$ cat src/rtl/branch_thread_scheduler.sv
// Branch thread scheduler: holds one unresolved branch per hardware thread,
// arbitrates them round-robin onto the shared branch unit and tracks each
// branch through resolution, flush and mispredict redirect.
module branch_thread_scheduler #(
   parameter int unsigned NrThreads = 2,
   parameter int unsigned VLEN      = 39,
   parameter int unsigned TidW      = $clog2(NrThreads)
) (
   input  logic                      clk_i,
   input  logic                      rst_i,
   input  logic [NrThreads-1:0]      req_valid_i,
   input  logic [NrThreads*VLEN-1:0] req_pc_i,
   output logic [NrThreads-1:0]      req_ready_o,
   input  logic [NrThreads-1:0]      flush_i,
   output logic                      bu_valid_o,
   output logic [VLEN-1:0]           bu_pc_o,
   output logic [TidW-1:0]           bu_thread_id_o,
   input  logic                      res_valid_i,
   input  logic                      res_mispredict_i,
   input  logic [TidW-1:0]           res_thread_id_i,
   input  logic [NrThreads-1:0]      redirect_ack_i,
   output logic [NrThreads-1:0]      blocked_o
);

   localparam logic [2:0] ST_IDLE    = 3'd0;
   localparam logic [2:0] ST_PEND    = 3'd1;
   localparam logic [2:0] ST_FLIGHT  = 3'd2;
   localparam logic [2:0] ST_DRAIN   = 3'd3;
   localparam logic [2:0] ST_BLOCKED = 3'd4;

   // One extra bit so rr_ptr + offset never overflows before the wrap.
   localparam int unsigned SumW = TidW + 1;

   logic [2:0]           state_q [NrThreads];
   logic [2:0]           state_d [NrThreads];
   logic [VLEN-1:0]      pc_q    [NrThreads];
   logic [VLEN-1:0]      pc_d    [NrThreads];
   logic [TidW-1:0]      rr_ptr_q, rr_ptr_d;
   logic                 bu_valid_q, bu_valid_d;
   logic [VLEN-1:0]      bu_pc_q, bu_pc_d;
   logic [TidW-1:0]      bu_tid_q, bu_tid_d;

   logic [NrThreads-1:0] cand_c;
   logic [NrThreads-1:0] grant_c;
   logic [NrThreads-1:0] res_hit_c;
   logic [NrThreads-1:0] res_awaited_c;
   logic                 grant_found_c;
   logic [TidW-1:0]      grant_id_c;
   logic [SumW-1:0]      idx_c;

   // Per-thread decode of state: acceptance, blocked status, resolution match.
   always_comb begin
      req_ready_o   = '0;
      blocked_o     = '0;
      cand_c        = '0;
      res_hit_c     = '0;
      res_awaited_c = '0;
      for (int t = 0; t < NrThreads; t++) begin
         req_ready_o[t]   = (state_q[t] == ST_IDLE) && !flush_i[t] && !rst_i;
         blocked_o[t]     = (state_q[t] == ST_BLOCKED);
         cand_c[t]        = (state_q[t] == ST_PEND) && !flush_i[t];
         res_hit_c[t]     = res_valid_i && (res_thread_id_i == TidW'(t));
         res_awaited_c[t] = (state_q[t] == ST_FLIGHT) || (state_q[t] == ST_DRAIN);
      end
   end

   // Round-robin search over pending, non-flushed threads starting at rr_ptr.
   always_comb begin
      grant_c       = '0;
      grant_found_c = 1'b0;
      grant_id_c    = '0;
      idx_c         = '0;
      for (int unsigned k = 0; k < NrThreads; k++) begin
         idx_c = SumW'(rr_ptr_q) + SumW'(k);
         if (idx_c >= SumW'(NrThreads)) begin
            idx_c = idx_c - SumW'(NrThreads);
         end
         if (!grant_found_c && cand_c[idx_c[TidW-1:0]]) begin
            grant_found_c = 1'b1;
            grant_id_c    = idx_c[TidW-1:0];
         end
      end
      if (grant_found_c) begin
         grant_c[grant_id_c] = 1'b1;
      end
   end

   // Issue register and pointer update; valid is a one-cycle pulse per grant.
   always_comb begin
      rr_ptr_d   = rr_ptr_q;
      bu_valid_d = grant_found_c;
      bu_pc_d    = bu_pc_q;
      bu_tid_d   = bu_tid_q;
      if (grant_found_c) begin
         bu_pc_d  = pc_q[grant_id_c];
         bu_tid_d = grant_id_c;
         rr_ptr_d = (grant_id_c == TidW'(NrThreads - 1)) ? '0 : grant_id_c + TidW'(1);
      end
   end

   // Per-thread next state; flush beats resolution, resolution beats ack.
   always_comb begin
      for (int t = 0; t < NrThreads; t++) begin
         state_d[t] = state_q[t];
         pc_d[t]    = pc_q[t];
         case (state_q[t])
            ST_IDLE: begin
               if (req_valid_i[t] && req_ready_o[t]) begin
                  state_d[t] = ST_PEND;
                  pc_d[t]    = req_pc_i[t*VLEN +: VLEN];
               end
            end
            ST_PEND: begin
               if (flush_i[t]) begin
                  state_d[t] = ST_IDLE;
               end else if (grant_c[t]) begin
                  state_d[t] = ST_FLIGHT;
               end
            end
            ST_FLIGHT: begin
               if (flush_i[t]) begin
                  state_d[t] = ST_DRAIN;
               end else if (res_hit_c[t]) begin
                  state_d[t] = res_mispredict_i ? ST_BLOCKED : ST_IDLE;
               end
            end
            ST_DRAIN: begin
               if (!flush_i[t] && res_hit_c[t]) begin
                  state_d[t] = ST_IDLE;
               end
            end
            ST_BLOCKED: begin
               if (flush_i[t] || redirect_ack_i[t]) begin
                  state_d[t] = ST_IDLE;
               end
            end
            default: state_d[t] = ST_IDLE;
         endcase
      end
   end

   // State registers with synchronous reset.
   always_ff @(posedge clk_i) begin
      if (rst_i) begin
         for (int t = 0; t < NrThreads; t++) begin
            state_q[t] <= ST_IDLE;
            pc_q[t]    <= '0;
         end
         rr_ptr_q   <= '0;
         bu_valid_q <= 1'b0;
         bu_pc_q    <= '0;
         bu_tid_q   <= '0;
      end else begin
         for (int t = 0; t < NrThreads; t++) begin
            state_q[t] <= state_d[t];
            pc_q[t]    <= pc_d[t];
         end
         rr_ptr_q   <= rr_ptr_d;
         bu_valid_q <= bu_valid_d;
         bu_pc_q    <= bu_pc_d;
         bu_tid_q   <= bu_tid_d;
      end
   end

   assign bu_valid_o     = bu_valid_q;
   assign bu_pc_o        = bu_pc_q;
   assign bu_thread_id_o = bu_tid_q;

   // At most one thread granted per cycle.
   a_grant_onehot: assert property (@(posedge clk_i) disable iff (rst_i)
      $onehot0(grant_c));

   // A thread can never be issued on two consecutive cycles.
   a_no_back_to_back: assert property (@(posedge clk_i) disable iff (rst_i)
      (bu_valid_q && $past(bu_valid_q)) |-> (bu_tid_q != $past(bu_tid_q)));

   // Resolutions for threads without an outstanding branch are dropped.
   a_res_expected: assert property (@(posedge clk_i) disable iff (rst_i)
      res_valid_i |-> res_awaited_c[res_thread_id_i])
      else $warning("branch_thread_scheduler: ignored resolution for thread %0d", res_thread_id_i);

endmodule

$ cat config.mk
export PLATFORM = sky130hd
export DESIGN_NAME = branch_thread_scheduler
export DESIGN_NICKNAME = d
export VERILOG_FILES = /design/src/rtl/branch_thread_scheduler.sv
export SDC_FILE = /design/constraint.sdc
export NUM_CORES = 1
export LEC_CHECK = 0
export ABC_AREA = 1
export CAP_MARGIN = 20
export CELL_PAD_IN_SITES_DETAIL_PLACEMENT = 2
export CELL_PAD_IN_SITES_GLOBAL_PLACEMENT = 2
export CORE_ASPECT_RATIO = 0.7
export CORE_MARGIN = 8
export CORE_UTILIZATION = 30
export CTS_CLUSTER_SIZE = 14
export DETAILED_ROUTE_END_ITERATION = 12
export PLACE_DENSITY = 0.87
export SLEW_MARGIN = 5
export SYNTH_ARGS = -nofsm -noshare
export SYNTH_HDL_FRONTEND = slang
export SYNTH_SLANG_ARGS = --single-unit
$ cat constraint.sdc
create_clock -name clk_i -period 2.5 [get_ports clk_i]
set_input_delay 0.25 -clock clk_i [delete_from_list [all_inputs] [get_ports clk_i]]
set_output_delay 0.25 -clock clk_i [all_outputs]
set_load 0.01 [all_outputs]
# Word-level counts from Yosys, hierarchy flattened
# Memories as Yosys holds them, arrays and structs flattened. A register that Yosys moved wholly into a read port is not among the register bits.
# Index checks and enable logic that the tools add are counted.
[totals] register_bits=3 mem_bits_rw=84 in_bits=89 wordCells=98 memories=2
[mem_list] memory="pc_q" depth=2 width=39 read_ports=1 rd_clocked_by_memory_dff=1 wr=2 line="36" rtl="logic [VLEN-1:0] pc_q [NrThreads];"
[mem_list] memory="state_q" depth=2 width=3 read_ports=2 rd_clocked_by_memory_dff=0 wr=2 line="34" rtl="logic [2:0] state_q [NrThreads];"
[op_classes] n_addsub=4 n_lt_le_gt_ge=6 eq_ne=12 muxes=42 bitwise_logic=5 n_reduce_logical=24
[ops] cell="39-bit 2-to-1 mux" n=6
[ops] cell="3-bit 2-to-1 mux" n=17
[ops] cell="3-bit one-hot mux with 5 select lines" n=2
[ops] cell="1-bit 2-to-1 mux" n=15
[ops] cell="1-bit logical AND" n=14
[ops] cell="3-bit by 2-bit equality test with 1-bit output, second input constant" n=4
[ops] cell="3-bit by 1-bit equality test with 1-bit output, second input constant" n=2
[ops] cell="3-bit equality test, second input constant" n=2
[ops] cell="3-bit zero test" n=2
[ops] cell="1-bit by 2-bit < comparator with 1-bit output, second input constant" n=3
[ops] cell="3-bit AND reduction" n=2
[ops] cell="1-bit zero test" n=4
[ops] cell="2-bit != test, second input constant" n=2
[ops] cell="1-bit OR" n=4
[ops] cell="1-bit by 1-bit adder with 2-bit output, second input constant" n=1
[ops] cell="1-bit by 2-bit greater-or-equal comparator with 1-bit output, second input constant" n=1
[ops] cell="2-bit greater-or-equal comparator, second input constant" n=1
[ops] cell="1-bit logical OR" n=2
[ops] cell="2-bit 2-to-1 mux" n=1
[ops] cell="1-bit != test, second input constant" n=2
[ops] cell="1-bit subtractor, second input constant" n=2
[ops] cell="1-bit adder, second input constant" n=1
[ops] cell="1-bit demux with 1-bit select" n=1
[ops] cell="1-bit greater-or-equal comparator, second input constant" n=1
[ops] cell="1-bit NOT" n=1

# Longest topological paths before layout
# Gate-level depths: netlist of run 1.
# An unclocked memory read counts as a cell.
[depth] ltp_word=18 depth_mapped=10 ltp_nobuf=9

# Worst setup path before layout of run 1
# OpenSTA, ideal clock, no wires.
[synth_path] path_type="input to register" from="input rst_i" to="memory pc_q[0][0], enable pin" setup_time_ns=0.524 t_arrival_ns=1.751 t_required_ns=1.976 slack_ns=0.225 cell_stages=5 n_path_buf=3 path_cell_list="buf_2 > inv_1 > clkbuf_1 > clkbuf_1 > nand2_1"
[synth_rtl] element="from (decl)" line="10" rtl="input logic rst_i,"
[synth_rtl] element="to (decl)" line="36"

==> results of run 1 <==
layout make-up:
cell class | instances | area [um2] | area share [%]
Timing Repair Buffer | 153 | 1540 | 19.8
Tap cell | 236 | 295 | 3.78
Clock inverter | 6 | 86.3 | 1.10
Clock buffer | 25 | 485 | 6.21
Multi-Input combinational cell | 339 | 1720 | 22.0
Inverter | 101 | 384 | 4.92
Sequential cell | 126 | 3300 | 42.3
cells by family (layout without fill, tap and decap cells):
family,count (synthesis),count (layout),share of synthesized area (%)
buffers and inverters,128,285,10.0
DFF,126,126,59.3
and+or+nand+nor,267,267,24.0
AOI/OAI and AO/OA,72,72,6.61
worst max-delay path, cell delays in order (launching register included):
cell	delay, ns
sky130_fd_sc_hd__dfxtp_1	0.31
sky130_fd_sc_hd__inv_1	0.15
sky130_fd_sc_hd__nand2_1	0.14
sky130_fd_sc_hd__nor3_2	0.22
sky130_fd_sc_hd__clkdlybuf4s50_1	0.62
cell usage in the layout, fill, tap and decap left out, drive strengths merged, types with 7 or more instances in the layout:
| master | instances |
|---|---|
| clkbuf | 25 |
| or2 | 23 |
| nor2 | 125 |
| dfxtp | 48 |
| nand2 | 79 |
| a21oi | 22 |
| clkdlybuf4s50 | 133 |
| edfxtp | 78 |
| inv | 101 |
| nand3 | 31 |
| nand4 | 7 |
| buf | 20 |
| o21ai | 47 |
cells in the mapped netlist (2+ instances only):
cell type / n
sky130_fd_sc_hd__nand4_1: 7
sky130_fd_sc_hd__or2_0: 15
sky130_fd_sc_hd__or2_1: 4
sky130_fd_sc_hd__o21ai_1: 20
sky130_fd_sc_hd__buf_4: 5
sky130_fd_sc_hd__o21ai_0: 27
sky130_fd_sc_hd__o31ai_1: 2
sky130_fd_sc_hd__nand2_1: 78
sky130_fd_sc_hd__nand3_1: 30
sky130_fd_sc_hd__dfxtp_1: 48
sky130_fd_sc_hd__nor2_4: 23
sky130_fd_sc_hd__inv_1: 95
sky130_fd_sc_hd__buf_12: 2
sky130_fd_sc_hd__nor2_2: 3
sky130_fd_sc_hd__nor2_1: 98
sky130_fd_sc_hd__a21oi_1: 22
sky130_fd_sc_hd__inv_2: 5
sky130_fd_sc_hd__buf_2: 10
sky130_fd_sc_hd__edfxtp_1: 78
sky130_fd_sc_hd__clkbuf_1: 5
sky130_fd_sc_hd__clkbuf_2: 4
sky130_fd_sc_hd__or2_2: 4
sequential cells by signal (all words and copies together), names as in the netlist:
name	flops
pc_q	78
bu_pc_o	39
state_q	6
bu_thread_id_o	1
bu_valid_o	1
rr_ptr_q	1
per-layer routing:
| metal | wire [um] | track usage, % | share of wire, % |
|---|---|---|---|
| met5 | 0 | 0 | 0 |
| met4 | 280 | 5.19 | 1.5 |
| met3 | 1110 | 5.31 | 5.8 |
| met2 | 9680 | 30.0 | 51 |
| met1 | 7870 | 19.2 | 42 |
power by group through the flow:
stage               Combinational [W]  Clock [W]  Sequential [W]
finish                        0.00209    0.00241         0.00283
global route                  0.00232    0.00254         0.00286
CTS                           0.00214    0.00246         0.00283
detailed placement            0.00211          0         0.00287
global placement              0.00196          0         0.00284
floorplan                     0.00113          0         0.00286
per-stage QoR:
step,hold WS (ns),instance area [um2],setup slack (ns)
finish,0.479,7810,0.394
global route,0.476,7810,0.290
CTS,0.464,7810,0.360
detailed placement,0.472,7240,0.252
global placement,0.451,7240,0.396
floorplan,0.445,5570,0.225
final timing paths:
kind / startpoint / cells after the start / endpoint
min reg2reg: bu_pc_o[36] / 2 / bu_pc_o[36]
max: state_q[0][5] / 4 / req_ready_o[1]
min: bu_pc_o[36] / 2 / bu_pc_o[36]
max reg2reg: state_q[0][2] / 9 / bu_pc_o[15]
==> impl_metrics.env, run 1 <==
export IMPL_layout_worst_path_cycle_share_pct=84.3
export IMPL_internal_dissipation_w=0.00502
export IMPL_synthToLayoutAreaGrowth_pct=40.3
export IMPL_clock_tree_htree_level_count=4
export IMPL_yosysTopAreaCellShare_pct=42.1
export IMPL_power_total_w=0.00733
export IMPL_drv_cap=0
export IMPL_grt_antenna_before_repair=0
export IMPL_final_hold_violation_count=0
export IMPL_initial_core_utilization_pct=30.8
export IMPL_num_vias=4524
export IMPL_final_fill_count=1937
export IMPL_drc=0
export IMPL_ys_seq_elements=126
export IMPL_worst_setup_path_start_kind="register"
export IMPL_yosysWarnings=0
export IMPL_ant_nets=0
export IMPL_power_per_cell_area_mw_per_mm2=938
export IMPL_final_critical_path_required_period_ns=2.11
export IMPL_criticalPathCategory="reg2out"
export IMPL_worstHoldPathType="reg2reg"
export IMPL_power_clock_fraction_pct=32.8
export IMPL_fin_worst_skew_ns=0.00986
export IMPL_number_of_enable_flip_flop_cells_after_synthesis=78
export IMPL_finalSetupViolations=0
export IMPL_globalplace_congestion=0.790
export IMPL_grt_ovfl_total=0
export IMPL_status="finished clean"
export IMPL_timing_reg2reg_setup_slack_ns=0.59
export IMPL_synth_nets=682
export IMPL_drv_slew=0
export IMPL_antenna_cells=0
export IMPL_synth_seq_area_share_pct=59.3
export IMPL_clk_root_buffer_cell="sky130_fd_sc_hd__clkbuf_16"
export IMPL_synth_area_leaders="sky130_fd_sc_hd__edfxtp_1 42%, sky130_fd_sc_hd__dfxtp_1 17%, sky130_fd_sc_hd__nor2_1 6.6%"
export IMPL_number_of_global_route_vias_before_repair=5276
export IMPL_part_of_the_power_in_registers_pct=38.6
export IMPL_count_of_buffers_from_port_buffering=133
export IMPL_die_h_um=130
export IMPL_clkLatencyLatePin_ns=0.42
export IMPL_asyncSetResetFlopFracSynth_pct=0
export IMPL_tritoncts="built"
export IMPL_crit_arrival_ns=1.86
export IMPL_routed_wl_um=18900
export IMPL_timing_critical_path_required_ns=2.25
export IMPL_post_route_cells_drive_above_1_share_pct=12.0
export IMPL_yosys_area_top_type="sky130_fd_sc_hd__edfxtp_1"
export IMPL_routed_wire_length_per_instance_um=19.2
export IMPL_place_detailed_hpwl_um=14000
export IMPL_coreArea_mm2=0.0181
export IMPL_dp_cells=955
export IMPL_cts_repair_resize_count=0
export IMPL_post_cts_buffers=0
export IMPL_max_slew_margin_pct=62.4
export IMPL_top_level_ports=134
export IMPL_p_leak_nw=3.27
export IMPL_clock_sinks=126
export IMPL_critPathCaptureType="output pin"
export IMPL_setup_total_negative_slack_ns=0
export IMPL_yosysUniqueCellTypes=30
export IMPL_grt_max_degree=32
export IMPL_max_slew_worst_pin_slew_ns=0.560
export IMPL_synthCells=593
export IMPL_clkTransAtPathRegs_ns=0.05
export IMPL_cts_buffers_inserted=17
export IMPL_path_max_fanout=6
export IMPL_grt_pass1_wl_um=29500
export IMPL_viasPerCell=4.59
export IMPL_combinationalPowerShare_pct=28.6
export IMPL_die_width_um=179
export IMPL_final_cells=986
export IMPL_drt_iter0_markers=194
export IMPL_netlist_area_mm2=0.00557
export IMPL_final_net_count=827
export IMPL_rsz_0062_raised_after_global_routing="false"
export IMPL_power_switching_w=0.00232
export IMPL_postLayoutCoreUtil_pct=43.1
export IMPL_clock_path_buffers=2
export IMPL_vdd_ir_drop_max_mv=0.396
export IMPL_std_cell_rows=41
export IMPL_area_enclosed_by_the_die_boundary_mm2=0.0232
export IMPL_globalRouteTotalUtil_pct=16.9
export IMPL_dr_pass1_iters=4
export IMPL_ctsHoldBuffers=0
export IMPL_post_synth_cell_area_avg_um2=9.39
export IMPL_synth_top_flop_cell="sky130_fd_sc_hd__edfxtp_1"
export IMPL_fmax_ghz=0.475
export IMPL_sw_share_pct=31.6
(Power assumes the default switching activity.)
==> run 2, diff against run 1 <==
==> constraint.sdc (replaced) <==
create_clock -name clk_i -period 2 [get_ports clk_i]
set_input_delay 0.2 -clock clk_i [delete_from_list [all_inputs] [get_ports clk_i]]
set_output_delay 0.2 -clock clk_i [all_outputs]
set_load 0.01 [all_outputs]
==> run 2 against run 1 <==
Compared with the run above: sequential share of layout area is 0.44 points lower; cell count rose by 0.41%; flip-flop and latch count is the same; utilization increased by 0.47 points; clock power up 30%; count of clock-buffer cells in the layout did not move; worst hold slack worse by 0.057 ns; register-to-register slack worse by 0.42 ns; setup slack worse by 0.27 ns; die area stayed put; critical path type unchanged; largest cell class unchanged.
==> impl_metrics.env, run 2 (same netlist as run 1, synthesis figures left out) <==
export IMPL_dr_pass1_iters=4
export IMPL_antenna_cells=0
export IMPL_worstHoldPathCells=3
export IMPL_globalplace_congestion=0.805
export IMPL_top_register="pc_q"
export IMPL_criticalPathCategory="reg2out"
export IMPL_drv_cap=0
export IMPL_mostFrequentLayoutCells="131 x sky130_fd_sc_hd__clkdlybuf4s50_1, 98 x sky130_fd_sc_hd__nor2_1, 95 x sky130_fd_sc_hd__inv_1"
export IMPL_num_vias=4590
export IMPL_hold_path_startpoint="req_pc_i[17]"
export IMPL_cts_buffers_inserted=17
export IMPL_clock_sinks=126
export IMPL_tritoncts="built"
export IMPL_dp_worst_setup_slack_ns=-0.155
export IMPL_max_slew_worst_pin_slew_ns=0.565
export IMPL_ant_nets=0
export IMPL_timing_reg2reg_setup_slack_ns=0.17
export IMPL_setup_total_negative_slack_ns=0
export IMPL_drc=0
export IMPL_power_switching_w=0.00303
export IMPL_ctsHoldBuffers=0
export IMPL_worst_setup_path_start_kind="register"
export IMPL_place_detailed_hpwl_um=13700
export IMPL_sw_share_pct=32.1
export IMPL_finalSetupViolations=0
export IMPL_combinationalPowerShare_pct=28.9
export IMPL_globalRouteTotalUtil_pct=17.6
export IMPL_timing_reg2reg_worst_path_depth=8
export IMPL_clkTransAtPathRegs_ns=0.06
export IMPL_internal_dissipation_w=0.00639
export IMPL_vdd_ir_drop_max_mv=0.445
export IMPL_final_hold_violation_count=0
export IMPL_drv_slew=0
export IMPL_p_leak_nw=3.31
export IMPL_fin_worst_skew_ns=0.00916
export IMPL_status="finished clean"
export IMPL_die_width_um=179
export IMPL_clkLatencyLatePin_ns=0.42
export IMPL_clk_root_buffer_cell="sky130_fd_sc_hd__clkbuf_16"
export IMPL_routed_wire_length_per_instance_um=19.8
export IMPL_post_cts_buffers=0
export IMPL_cts_repair_resize_count=4
export IMPL_clock_tree_htree_level_count=4
export IMPL_fmax_ghz=0.532
export IMPL_path_max_fanout=5
export IMPL_rr_endpoint="bu_pc_o[9]"
export IMPL_power_per_cell_area_mw_per_mm2=1190
export IMPL_std_cell_rows=41
export IMPL_layout_worst_path_cycle_share_pct=93.9
export IMPL_critPathCaptureType="output pin"
export IMPL_post_route_cells_drive_above_1_share_pct=12.3
export IMPL_number_of_global_route_vias_before_repair=5365
export IMPL_power_clock_fraction_pct=33.2
export IMPL_die_h_um=130
export IMPL_timing_critical_path_required_ns=1.80
export IMPL_top_level_ports=134
export IMPL_rsz_0062_raised_after_global_routing="false"
export IMPL_worstHoldPathType="in2reg"
export IMPL_viasPerCell=4.64
export IMPL_drt_iter0_markers=248
export IMPL_crit_arrival_ns=1.68
export IMPL_final_net_count=830
export IMPL_post_route_worst_setup_slack_ns=0.122
export IMPL_grt_max_degree=35
export IMPL_grt_antenna_before_repair=0
export IMPL_reg2reg_from="state_q[0][0]"
export IMPL_layout_cells_most_common="sky130_fd_sc_hd__clkdlybuf4s50_1"
export IMPL_initial_core_utilization_pct=30.8
export IMPL_clock_path_buffers=2
export IMPL_grt_pass1_wl_um=30600
export IMPL_min_delay_worst_endpoint="pc_q[0][17]"
export IMPL_synthToLayoutAreaGrowth_pct=41.8
export IMPL_grt_ovfl_total=0
export IMPL_max_slew_margin_pct=62.0
export IMPL_largest_reg_flops=78
export IMPL_count_of_buffers_from_port_buffering=133
export IMPL_part_of_the_power_in_registers_pct=37.8
export IMPL_final_critical_path_required_period_ns=1.88
export IMPL_coreArea_mm2=0.0181
export IMPL_area_enclosed_by_the_die_boundary_mm2=0.0232
export IMPL_routed_wl_um=19600
==> run 2: worst max-delay path, cell delays in order (launching register included) <==
cell and delay, ns:
sky130_fd_sc_hd__dfxtp_1 0.40, sky130_fd_sc_hd__nor2_1 0.19, sky130_fd_sc_hd__nand2_1 0.08, sky130_fd_sc_hd__inv_1 0.06
sky130_fd_sc_hd__clkdlybuf4s50_1 0.53
==> run 2: routing by layer <==
layer  global-route usage (%)  vias up  share of wire [%]
li1                         -     2179                  -
met1                     19.9     2246                 42
met2                     30.6      128                 50
met3                     5.25       37                5.4
met4                     7.17        0                2.1
met5                        0        -                  0
==> run 2: how the worst max path moves through the flow <==
stage	startpoint	cells past startpoint	slack [ns]	to
floorplan	rst_i	5	-0.23	pc_q[0][0]
global placement	flush_i[0]	8	0.07	bu_pc_o[9]
detailed placement	rst_i	7	-0.16	state_q[0][2]
CTS	state_q[0][0]	4	0.10	blocked_o[0]
global route	state_q[0][5]	4	0.02	req_ready_o[1]
finish	state_q[0][0]	4	0.12	blocked_o[0]
==> run 2: layout make-up <==
type                    instances  area (um2)
clock buffers                  25         465
clock inverters                 7         115
fillers                      1938       10200
inverters                     101         384
multi-input cells             339        1720
flip-flops and latches        126        3300
well taps                     236         295
repair buffers                156        1610
==> run 2: metrics by stage <==
step	cells	utilization (%)	power [W]	instance area [um2]	hold WS, ns
2_1_floorplan	593	-	0.00500	5570	0.408
3_3_place_gp	958	40.4	0.00606	7310	0.454
3_5_place_dp	958	40.4	0.00630	7310	0.473
4_1_cts	990	43.6	0.00954	7900	0.402
5_1_grt	990	43.6	0.00988	7900	0.417
6_report	990	43.6	0.00942	7900	0.421
==> run 2: power groups by stage <==
stage	sequential (W)	combinational, W	clock, W
after global routing	0.00360	0.00300	0.00328
after CTS	0.00356	0.00277	0.00320
after floorplan	0.00358	0.00142	0
after global placement	0.00354	0.00252	0
after detailed placement	0.00359	0.00272	0
final	0.00356	0.00273	0.00313
